==> src/rtl/riscv_pkg.sv <==
// Shared definitions for the instruction-memory loader.
//   XLEN            : instruction word width (fixed at 32)
//   loader_state_t  : loader FSM states
//   BYTES_PER_WORD,
//   LANE_W,
//   lane_lsb()      : byte-lane geometry of a little-endian word
package riscv_pkg;

    localparam int XLEN           = 32;
    localparam int LANE_W         = 8;
    localparam int BYTES_PER_WORD = XLEN / LANE_W;

    typedef enum logic [2:0] {
        LEN_LO = 3'd0,
        LEN_HI = 3'd1,
        DATA   = 3'd2,
        WRITE  = 3'd3,
        CHK    = 3'd4,
        DONE   = 3'd5
    } loader_state_t;

    // Bit position of byte lane 'lane' within a word; lane 0 is the first byte received.
    function automatic int lane_lsb(input int lane);
        return lane * LANE_W;
    endfunction

endpackage

==> src/rtl/imem_loader_if.sv <==
// Byte-stream input and instruction-memory write port of the loader.
//   s_valid/s_data/s_ready : host byte link, valid/ready handshake
//   mem_we/mem_addr/mem_wdata : instruction memory write port
// Modports:
//   slave  : the loader (consumes bytes, drives the memory port)
//   master : the host/memory side
interface imem_loader_if
    import riscv_pkg::*;
#(
    parameter int ADDR_W = 8
);
    logic              s_valid;
    logic [7:0]        s_data;
    logic              s_ready;
    logic              mem_we;
    logic [ADDR_W-1:0] mem_addr;
    logic [XLEN-1:0]   mem_wdata;

    modport slave (
        input  s_valid,
        input  s_data,
        output s_ready,
        output mem_we,
        output mem_addr,
        output mem_wdata
    );

    modport master (
        output s_valid,
        output s_data,
        input  s_ready,
        input  mem_we,
        input  mem_addr,
        input  mem_wdata
    );
endinterface

==> src/rtl/imem_loader_word_packer.sv <==
// Assembles four consecutive bytes into one little-endian 32-bit word.
// Ports:
//   clk, rst  : clock and synchronous active-high reset
//   byte_in   : byte to store
//   byte_en   : store byte_in into the next free lane
//   clear     : restart filling at lane 0 (lane contents are kept)
//   word_out  : packed word, first byte in [7:0]
//   full      : all four lanes hold bytes of the current word
module word_packer
    import riscv_pkg::*;
(
    input  logic            clk,
    input  logic            rst,
    input  logic [7:0]      byte_in,
    input  logic            byte_en,
    input  logic            clear,
    output logic [XLEN-1:0] word_out,
    output logic            full
);
    localparam logic [2:0] FULL_COUNT = 3'(BYTES_PER_WORD);

    logic [2:0] count_reg;

    assign full = (count_reg == FULL_COUNT);

    always_ff @(posedge clk) begin
        if (rst) begin
            count_reg <= '0;
        end else if (clear) begin
            count_reg <= '0;
        end else if (byte_en && !full) begin
            count_reg <= count_reg + 3'd1;
        end
    end

    // One register per lane; the fill count selects which lane takes the byte.
    for (genvar gi = 0; gi < BYTES_PER_WORD; gi++) begin : g_lane
        logic [LANE_W-1:0] lane_reg;

        always_ff @(posedge clk) begin
            if (rst) begin
                lane_reg <= '0;
            end else if (byte_en && !full && !clear && (count_reg == 3'(gi))) begin
                lane_reg <= byte_in;
            end
        end

        assign word_out[lane_lsb(gi) +: LANE_W] = lane_reg;
    end

endmodule

==> src/rtl/imem_loader.sv <==
// Runtime loader for the instruction memory. Receives a frame
//   LEN_lo, LEN_hi, 4*LEN data bytes [, checksum byte]
// over a byte handshake, packs the data into little-endian words and writes
// them to consecutive word addresses starting at 0. The core is held in
// reset until the whole frame has been consumed.
// Ports:
//   clk, rst    : clock, synchronous active-high reset
//   io          : imem_loader_if.slave (byte stream in, memory write port out)
//   core_rst    : reset to the core, released when the load completes
//   done        : load complete, sticky until rst
//   err         : sticky error (word beyond memory depth, or bad checksum)
//   word_count  : words processed so far (including dropped ones)
// Optional build macro:
//   IMEM_LOADER_CHECKSUM_EN : expect one trailing byte equal to the XOR of
//                             all data bytes; a mismatch sets err.
module imem_loader
    import riscv_pkg::*;
#(
    parameter int ADDR_W = 8
)
(
    input  logic         clk,
    input  logic         rst,
    imem_loader_if.slave io,
    output logic         core_rst,
    output logic         done,
    output logic         err,
    output logic [15:0]  word_count
);
    localparam logic [16:0] DEPTH = 17'(1) << ADDR_W;

    loader_state_t   state_reg;
    logic            s_ready_reg;
    logic            core_rst_reg;
    logic            done_reg;
    logic            err_reg;
    logic [15:0]     word_count_reg;
    logic [15:0]     len_reg;
    logic [1:0]      byte_idx_reg;
`ifdef IMEM_LOADER_CHECKSUM_EN
    logic [7:0]      csum_reg;
`endif

    logic            xfer;
    logic            in_range;
    logic            last_word;
    logic            pack_en;
    logic            pack_clear;
    logic            pack_full;
    logic [XLEN-1:0] pack_word;

    assign xfer       = io.s_valid && s_ready_reg;
    assign in_range   = ({1'b0, word_count_reg} < DEPTH);
    assign last_word  = ((word_count_reg + 16'd1) == len_reg);
    assign pack_en    = xfer && (state_reg == DATA);
    assign pack_clear = (state_reg == LEN_HI) || (state_reg == WRITE);

    word_packer u_packer (
        .clk      (clk),
        .rst      (rst),
        .byte_in  (io.s_data),
        .byte_en  (pack_en),
        .clear    (pack_clear),
        .word_out (pack_word),
        .full     (pack_full)
    );

    // The packer holds the word steady through the WRITE cycle, so the
    // memory port is driven straight from registers. Qualifying with
    // pack_full guarantees a partially assembled word is never written.
    assign io.s_ready   = s_ready_reg;
    assign io.mem_we    = (state_reg == WRITE) && pack_full && in_range;
    assign io.mem_addr  = word_count_reg[ADDR_W-1:0];
    assign io.mem_wdata = pack_word;

    assign core_rst   = core_rst_reg;
    assign done       = done_reg;
    assign err        = err_reg;
    assign word_count = word_count_reg;

    always_ff @(posedge clk) begin
        if (rst) begin
            state_reg      <= LEN_LO;
            s_ready_reg    <= 1'b0;
            core_rst_reg   <= 1'b1;
            done_reg       <= 1'b0;
            err_reg        <= 1'b0;
            word_count_reg <= '0;
            len_reg        <= '0;
            byte_idx_reg   <= '0;
`ifdef IMEM_LOADER_CHECKSUM_EN
            csum_reg       <= '0;
`endif
        end else begin
            case (state_reg)
                LEN_LO: begin
                    s_ready_reg <= 1'b1;
                    if (xfer) begin
                        len_reg[7:0] <= io.s_data;
                        state_reg    <= LEN_HI;
                    end
                end

                LEN_HI: begin
                    if (xfer) begin
                        len_reg[15:8] <= io.s_data;
                        byte_idx_reg  <= '0;
                        if ({io.s_data, len_reg[7:0]} == 16'd0) begin
`ifdef IMEM_LOADER_CHECKSUM_EN
                            // Empty frame still carries a checksum byte (expected 0x00).
                            state_reg    <= CHK;
`else
                            state_reg    <= DONE;
                            s_ready_reg  <= 1'b0;
                            done_reg     <= 1'b1;
                            core_rst_reg <= 1'b0;
`endif
                        end else begin
                            state_reg <= DATA;
                        end
                    end
                end

                DATA: begin
                    if (xfer) begin
                        byte_idx_reg <= byte_idx_reg + 2'd1;
`ifdef IMEM_LOADER_CHECKSUM_EN
                        csum_reg     <= csum_reg ^ io.s_data;
`endif
                        if (byte_idx_reg == 2'd3) begin
                            state_reg   <= WRITE;
                            s_ready_reg <= 1'b0;
                        end
                    end
                end

                WRITE: begin
                    // Out-of-range words are dropped but still counted so the
                    // frame length bookkeeping stays aligned with the host.
                    if (!in_range) begin
                        err_reg <= 1'b1;
                    end
                    word_count_reg <= word_count_reg + 16'd1;
                    if (last_word) begin
`ifdef IMEM_LOADER_CHECKSUM_EN
                        state_reg    <= CHK;
                        s_ready_reg  <= 1'b1;
`else
                        state_reg    <= DONE;
                        s_ready_reg  <= 1'b0;
                        done_reg     <= 1'b1;
                        core_rst_reg <= 1'b0;
`endif
                    end else begin
                        state_reg   <= DATA;
                        s_ready_reg <= 1'b1;
                    end
                end

`ifdef IMEM_LOADER_CHECKSUM_EN
                CHK: begin
                    if (xfer) begin
                        if (io.s_data != csum_reg) begin
                            err_reg <= 1'b1;
                        end
                        // The core is released regardless; err is for the host.
                        state_reg    <= DONE;
                        s_ready_reg  <= 1'b0;
                        done_reg     <= 1'b1;
                        core_rst_reg <= 1'b0;
                    end
                end
`endif

                DONE: begin
                    s_ready_reg <= 1'b0;
                end

                default: begin
                    state_reg <= LEN_LO;
                end
            endcase
        end
    end

endmodule

==> src/flat_wrapper.sv <==
// flat-port wrapper written by rule: the top's interface ports become plain ports
module imem_loader_flat import riscv_pkg::*;
#(
    parameter int ADDR_W = 8
)
  (clk, rst, core_rst, done, err, word_count, io_s_valid, io_s_data, io_s_ready, io_mem_we, io_mem_addr, io_mem_wdata);
  imem_loader_if #(.ADDR_W(ADDR_W)) io_i ();
  input  logic clk;
  input  logic rst;
  output logic core_rst;
  output logic done;
  output logic err;
  output logic [15:0] word_count;
  input wire logic [$bits(io_i.s_valid)-1:0] io_s_valid;
  input wire logic [$bits(io_i.s_data)-1:0] io_s_data;
  output wire logic [$bits(io_i.s_ready)-1:0] io_s_ready;
  output wire logic [$bits(io_i.mem_we)-1:0] io_mem_we;
  output wire logic [$bits(io_i.mem_addr)-1:0] io_mem_addr;
  output wire logic [$bits(io_i.mem_wdata)-1:0] io_mem_wdata;
  assign io_i.s_valid = io_s_valid;
  assign io_i.s_data = io_s_data;
  assign io_s_ready = io_i.s_ready;
  assign io_mem_we = io_i.mem_we;
  assign io_mem_addr = io_i.mem_addr;
  assign io_mem_wdata = io_i.mem_wdata;
  imem_loader #(.ADDR_W(ADDR_W)) u_core (.clk(clk), .rst(rst), .io(io_i), .core_rst(core_rst), .done(done), .err(err), .word_count(word_count));
endmodule
==> config.mk <==
export PLATFORM = sky130hd
export DESIGN_NAME = imem_loader_flat
export DESIGN_NICKNAME = d
export VERILOG_FILES = /design/src/rtl/riscv_pkg.sv /design/src/rtl/imem_loader_if.sv /design/src/rtl/imem_loader_word_packer.sv /design/src/rtl/imem_loader.sv /design/src/flat_wrapper.sv
export SDC_FILE = /design/constraint.sdc
export NUM_CORES = 1
export LEC_CHECK = 0
export CELL_PAD_IN_SITES_DETAIL_PLACEMENT = 1
export CELL_PAD_IN_SITES_GLOBAL_PLACEMENT = 2
export CORE_MARGIN = 5
export CORE_UTILIZATION = 29
export CTS_CLUSTER_SIZE = 25
export DETAILED_ROUTE_END_ITERATION = 16
export PLACE_DENSITY_LB_ADDON = 0.1
export SLEW_MARGIN = 20
export SYNTH_ARGS = -nofsm -noshare
export SYNTH_HDL_FRONTEND = slang
export SYNTH_HIERARCHICAL = 1
export SYNTH_SLANG_ARGS = --single-unit
==> constraint.sdc <==
create_clock -name clk -period 2.45 [get_ports clk]
set_input_delay 0.6125 -clock clk [delete_from_list [all_inputs] [get_ports clk]]
set_output_delay 0.6125 -clock clk [all_outputs]
set_load 0.01 [all_outputs]
==> run metrics, run 1 <==
arrival time at the worst endpoint=around 2.6 ns; # fillers=1507; Final #Nets=around 550; Comb pwr share=0.079; worst path required time=about 2.7 ns; crit share post-route=0.971; number of synthesized flops with an enable pin=0; Final Setup Violations=0; IO Pins=72; register area share after synthesis=0.393; most common library cells after synthesis=76 x dfxtp_1, 63 x nor2_1, 51 x mux2i_1; Die Area=~0.016 mm2; n_diodes=0; fraction of final layout cells sized beyond drive strength 1=0.179; row cnt=42; Final ANT Viol Nets=0; chip height=between 100 and 150 um; GRT Overall Usage=0.157; DRC violations left=0; Synth Instances=~420; first-pass GRT wire length=between 15000 and 20000 um; max FFs per register=32; H-tree depth=3; Placeable Area=between 0.01 and 0.015 mm2; port bufs=slightly above 70; syn_nets=about 440; largest area contributor in the netlist=dfxtp_1; area delta synth->final=39.4%; Initial DRC Count=roughly 120; hold crit path type=flop to flop; Slew Limit Fails=0; Worst-Margin Slew=0.643 ns; Cell Area, Synth=about 0.0039 mm2; min cycle time layout=~2.4 ns; skew final=between 0.008 and 0.009 ns; kind of end point of the critical path=flop; r2r worst-path depth=9; TritonCTS Buffers=9; grt ovf=0; Primary FF master, synth=dfxtp_1; Peak Freq=approximately 420 MHz; Yosys cell types=between 50 and 60; leakage=just over 0.002 uW; post-DR vias/cell=around 4.8; startpoint types=input port; Vias=between 3000 and 4000; Worst Setup EP=u_core/state_reg[0]; Die Width=~130 um; largest net degree at the start of global routing=67; clk root buf=clkbuf_16; clock transition at the registers of the reported paths=roughly 0.060 ns; drt first pass iters=4; Switching Share=0.231; number of max-cap violations=0; Seq pwr share=0.446; NetSw=roughly 660 uW; CTS max path bufs=2; VDD IR max=0.225 mV; Worst R2R End=u_core/core_rst; status=complete, no violations; count leader, synth=dfxtp_1; Power Density=~530 mW/mm2; wire per inst=approximately 17 um; Int Power=roughly 2200 uW; Critical Path Source=io_s_data[0]; Worst Path Max Fanout=2; clock share of power=0.475; final hold violation count=0; clock latency at the later pin of the worst-skew pair=between 0.3 and 0.4 ns; Synth async-reset ratio=0; initial antenna violation count=0; # hold bufs at CTS=0; Synth top area share=0.393; GPL Wtd Cong=0.773; CTS tree=yes; FF-to-FF setup slack=between 0.1 and 0.15 ns; HPWL after DPL=between 8000 and 9000 um; number of global-route vias before repair=approximately 3700; Yosys reg bits=76; headroom to the max-slew limit=0.571; number of clock sinks=76; average size of a mapped cell=9.13 um2; Total Wirelength=between 10000 and 15000 um; worst r2r src=u_core/word_count[0]; Yosys Warn Count=6; setup TNS=0 ns; final hold slack=0.476 ns; initial core utilization=0.293; top cells by area, synth=dfxtp_1 39%, mux2i_1 13%, nor2_1 6.1%; crit path kind=input port to flop
final cells by class:
cell class	instances	area (um2)	share of cell area
clock inverter	3	46.3	0.00858
sequential	76	1530	0.283
multi-input combinational	305	2160	0.400
timing repair buffer	128	1160	0.215
clock buffer	12	256	0.0475
tap	176	220	0.0408
inverter	7	26.3	0.00487
cell families after synthesis:
family	Yosys count	share of synthesized area
compound gates	49	0.0834
xor+xnor	30	0.0679
fa+ha+maj	8	0.0252
buf+inv	43	0.0659
flops	76	0.393
mux	51	0.132
simple gates	167	0.233
worst max-delay path, stage by stage:
cell and delay (ns):
clkdlybuf4s50_1 0.43, nor4_1 0.35, nand4_1 0.26, or4b_4 0.58, o311ai_0 0.14, a21oi_2 0.06, a211oi_2 0.21
cells in the final DEF (no fill, tap or decap), types with 5 or more instances in the layout:
cell type,count
a21oi_1,12
buf_4,54
clkbuf_16,9
clkdlybuf4s50_1,69
dfxtp_1,72
ha_1,6
inv_1,7
mux2i_1,51
nand2_1,18
nand2b_1,19
nand3_1,9
nand4_1,5
nor2_1,63
nor2b_1,7
nor3_1,8
nor4_1,8
o21ai_0,9
or3_1,7
xnor2_1,21
xor2_1,8
through the flow:
| stage | total power, uW | setup slack [ns] | area [um2] | instances | utilization |
|---|---|---|---|---|---|
| floorplan | 1420 | 0.0238 | 3880 | 424 | - |
| global placement | 1520 | -0.175 | 5010 | 690 | 0.380 |
| detailed placement | 1520 | -0.357 | 5010 | 690 | 0.380 |
| CTS | 2910 | -0.00220 | 5380 | 707 | 0.408 |
| global route | 2980 | -0.00222 | 5400 | 707 | 0.409 |
| finish | 2860 | 0.0721 | 5400 | 707 | 0.409 |
how the worst min path moves through the flow:
stage,depth (start not counted),end,start
floorplan,2,u_core/byte_idx_reg[1],u_core/byte_idx_reg[1]
global placement,2,u_core/u_packer/g_lane[3].lane_reg[2],u_core/u_packer/g_lane[3].lane_reg[2]
detailed placement,2,u_core/u_packer/g_lane[3].lane_reg[1],u_core/u_packer/g_lane[3].lane_reg[1]
CTS,2,u_core/u_packer/g_lane[3].lane_reg[1],u_core/u_packer/g_lane[3].lane_reg[1]
global route,2,u_core/u_packer/g_lane[3].lane_reg[5],u_core/u_packer/g_lane[3].lane_reg[5]
finish,2,u_core/u_packer/g_lane[3].lane_reg[1],u_core/u_packer/g_lane[3].lane_reg[1]
layer usage:
layer	vias up	part of all wire	wire [um]	GRT usage
li1	1672	-	-	-
met1	1611	0.46	5560	0.198
met2	70	0.46	5540	0.253
met3	14	0.062	747	0.0503
met4	0	0.013	159	0.0536
met5	-	0	0	0
power by group through the flow:
stage / registers, uW / clock network [uW] / logic [uW]
3_3_place_gp: 1300 / 0 / 215
3_5_place_dp: 1300 / 0 / 221
2_1_floorplan: 1290 / 0 / 122
4_1_cts: 1270 / 1410 / 229
6_report: 1280 / 1360 / 225
5_1_grt: 1280 / 1450 / 250
timing repair:
item / 4_1_cts / 5_1_grt
resized for setup: 11 / 4
pin swaps: 5 / 3
endpoints found under the setup margin: 4 / 5
setup buffers: 2 / 0
endpoints found under the hold margin: 0 / 0
Note: power is estimated with default switching activity, not from simulation.
==> inputs of run 2 (changes only) <==
Settings changed: CORE_UTILIZATION 29 to 27, PLACE_DENSITY set to 0.73, PLACE_DENSITY_LB_ADDON 0.1 to not set, SYNTH_HIERARCHICAL 1 to not set.
==> run metrics, run 2 <==
r2r worst-path depth=8 (was 9); setup TNS=0 ns (unchanged); wire per inst=16.0 um (was 17.0 um); arrival time at the worst endpoint=2.57 ns (was 2.64 ns); H-tree depth=3 (unchanged); startpoint types=flop (was input port); # fillers=1596 (was 1507); worst r2r src=u_core.word_count[0] (was u_core/word_count[0]); port bufs=71 (unchanged); top cells by area, synth=dfxtp_1 41%, nand2_1 7.8%, a21oi_1 7.4% (was dfxtp_1 39%, mux2i_1 13%, nor2_1 6.1%); number of synthesized flops with an enable pin=0 (unchanged); max FFs per register=32 (unchanged); CTS max path bufs=2 (unchanged); Final Setup Violations=0 (unchanged); fraction of final layout cells sized beyond drive strength 1=0.153 (was 0.179); Yosys reg bits=76 (unchanged); Initial DRC Count=139 (was 115); register area share after synthesis=0.410 (was 0.393); Placeable Area=0.0133 mm2 (was 0.0132 mm2); Die Area=0.0162 mm2 (was 0.0158 mm2); number of max-cap violations=0 (unchanged); number of global-route vias before repair=3558 (was 3699); clock transition at the registers of the reported paths=0.06 ns (about the same); final non-filler cell area=0.00516 mm2 (was 0.00540 mm2); leakage=0.00182 uW (was 0.00205 uW); Worst-Margin Slew=0.775 ns (was 0.643 ns); Worst R2R End=u_core.core_rst (was u_core/core_rst); min cycle time layout=2.33 ns (was 2.38 ns); most common cell after layout, fill and taps aside=nand2_1 (was dfxtp_1); NetSw=664 uW (was 661 uW); clk root buf=clkbuf_16 (unchanged); initial core utilization=0.278 (was 0.293); Comb pwr share=0.063 (was 0.079); area of the multi-input gates=0.00201 mm2 (was 0.00216 mm2); CTS tree=yes (unchanged); n_diodes=0 (unchanged); Peak Freq=428 MHz (was 421 MHz); final hold slack=0.454 ns (was 0.476 ns); Total Wirelength=11600 um (was 12000 um); initial antenna violation count=0 (unchanged); area delta synth->final=39.0% (was 39.4%); row cnt=42 (unchanged); crit share post-route=0.953 (was 0.971); average size of a mapped cell=8.21 um2 (was 9.13 um2); FF/Latch Area=0.00152 mm2 (was 0.00153 mm2); Slew Limit Fails=0 (unchanged); skew final=0.00674 ns (was 0.00843 ns); # hold bufs at CTS=0 (unchanged); worst path required time=2.69 ns (was 2.71 ns); fin worst setup slack=0.115 ns (was 0.0721 ns); kind of end point of the critical path=flop (unchanged); first-pass GRT wire length=19000 um (was 19700 um); Synth Instances=452 (was 424); count leader, synth=nand2_1 (was dfxtp_1); Worst Path Max Fanout=7 (was 2); RSZ-0062 raised after global routing=yes; Primary FF master, synth=dfxtp_1 (unchanged); syn_nets=470 (was 442); Setup WS pre-CTS=-0.152 ns (was -0.357 ns); largest area contributor in the netlist=dfxtp_1 (unchanged); Die Width=127 um (was 126 um); Synth top area share=0.410 (was 0.393); final hold violation count=0 (unchanged); clock share of power=0.499 (was 0.475); grt ovf=0 (unchanged); GRT Overall Usage=0.147 (was 0.157); headroom to the max-slew limit=0.484 (was 0.571); IO Pins=72 (unchanged); hold-critical path endpoint=u_core.u_packer.g_lane[0].lane_reg[3] (was u_core/u_packer/g_lane[3].lane_reg[1]); FF-to-FF setup slack=0.12 ns (about the same); number of clock sinks=76 (unchanged); TritonCTS Buffers=9 (unchanged); chip height=127 um (was 126 um); Switching Share=0.230 (was 0.231); HPWL after DPL=8590 um (was 8950 um); largest net degree at the start of global routing=41 (was 67); Final ANT Viol Nets=0 (unchanged); Final Util=0.386 (was 0.409); hold crit path type=flop to flop (unchanged); drt first pass iters=4 (unchanged); most frequent cells in the layout=77 x nand2_1, 74 x dfxtp_1, 69 x clkdlybuf4s50_1 (was 72 x dfxtp_1, 69 x clkdlybuf4s50_1, 63 x nor2_1); hold path depth=2 (unchanged); status=complete, no violations (unchanged); Seq pwr share=0.439 (was 0.446); Vias=3457 (was 3367); most common library cells after synthesis=77 x nand2_1, 76 x dfxtp_1, 55 x a21oi_1 (was 76 x dfxtp_1, 63 x nor2_1, 51 x mux2i_1); VDD IR max=0.214 mV (was 0.225 mV); Yosys cell types=50 (was 56); DRC violations left=0 (unchanged); Yosys Warn Count=0 (was 6); Power Density=560 mW/mm2 (was 530 mW/mm2); clock latency at the later pin of the worst-skew pair=0.34 ns (about the same); Synth async-reset ratio=0 (unchanged); post-DR vias/cell=4.77 (was 4.76); Cell Area, Synth=0.00371 mm2 (was 0.00387 mm2); Int Power=2220 uW (was 2200 uW); crit path kind=flop to flop (was input port to flop); GPL Wtd Cong=0.817 (was 0.773); Final #Nets=561 (was 545); Hold Crit Start=u_core.u_packer.g_lane[0].lane_reg[3] (was u_core/u_packer/g_lane[3].lane_reg[1]); DP Area=0.00479 mm2 (was 0.00501 mm2)
[run 2: cell types whose count changed after synthesis, moves of 4 or more]
| cell | change |
|---|---|
| nor2b_1 | -5 |
| a21oi_1 | +42 |
| nor2_1 | -30 |
| mux2i_1 | -42 |
| nand2_1 | +59 |
| nand3_1 | +34 |
| nand2b_1 | -18 |
| xor2_1 | +9 |
| o21ai_0 | +4 |
| xnor2_1 | -6 |
[run 2: cells by family (layout without fill, tap and decap cells)]
group / Yosys count / count (layout) / synth area share
fa+ha+maj: 7 / 7 / 0.0236
xor+xnor: 34 / 34 / 0.0853
compound gates: 86 / 86 / 0.136
flops: 76 / 76 / 0.410
buf+inv: 42 / 138 / 0.0590
mux: 9 / 9 / 0.0243
simple gates: 198 / 198 / 0.262
[run 2: power by group through the flow]
stage               registers (uW)  clock network [uW]  logic (uW)
global placement              1290                   0         174
finish                        1270                1440         181
detailed placement            1290                   0         176
global route                  1270                1520         197
floorplan                     1290                   0        88.3
CTS                           1270                1480         179
[run 2: what timing repair did]
item / CTS / global route
resized for setup: 5 / 6
pin swaps: 1 / 3
setup buffers: 0 / 1
setup endpoints to repair: 7 / 5
[run 2: worst max path at each step]
stage	start	to	slack [ns]	depth (start not counted)
after floorplan	u_core.word_count[0]	u_core.core_rst	0.21	7
after global placement	io_s_data[5]	u_core.io.s_ready	-0.1	9
after detailed placement	u_core.word_count[0]	u_core.core_rst	-0.15	9
after CTS	u_core.word_count[0]	u_core.core_rst	0.002	8
after global routing	u_core.word_count[0]	u_core.core_rst	-0.05	8
final	u_core.word_count[0]	u_core.core_rst	0.12	8
[run 2: layout make-up]
| cell class | count | share of cell area |
|---|---|---|
| Clock buffer | 10 | 0.0444 |
| Clock inverter | 6 | 0.0172 |
| Inverter | 7 | 0.00510 |
| Multi-Input combinational cell | 334 | 0.389 |
| Sequential cell | 76 | 0.296 |
| Tap cell | 176 | 0.0427 |
| Timing Repair Buffer | 115 | 0.206 |
[run 2: metrics by stage]
stage	cells	total power (uW)
final	724	2890
after global routing	724	2990
after CTS	723	2920
after detailed placement	707	1470
after global placement	707	1470
after floorplan	452	1380
[run 2: per-layer routing]
| layer | GRT usage | vias up | wire length, um |
|---|---|---|---|
| met5 | 0 | - | 0 |
| met4 | 0.0492 | 0 | 167 |
| met3 | 0.0342 | 13 | 633 |
| met2 | 0.233 | 79 | 5120 |
| met1 | 0.199 | 1632 | 5670 |
| li1 | - | 1733 | - |
[run 2: worst max-delay path, stage by stage (launching register included)]
cell and delay, ns:
dfxtp_1 0.36, buf_4 0.18, nand4_1 0.24, nor3_2 0.23, a21oi_1 0.07, or4b_4 0.55
a21oi_4 0.17, nand4_2 0.18, a31o_1 0.24
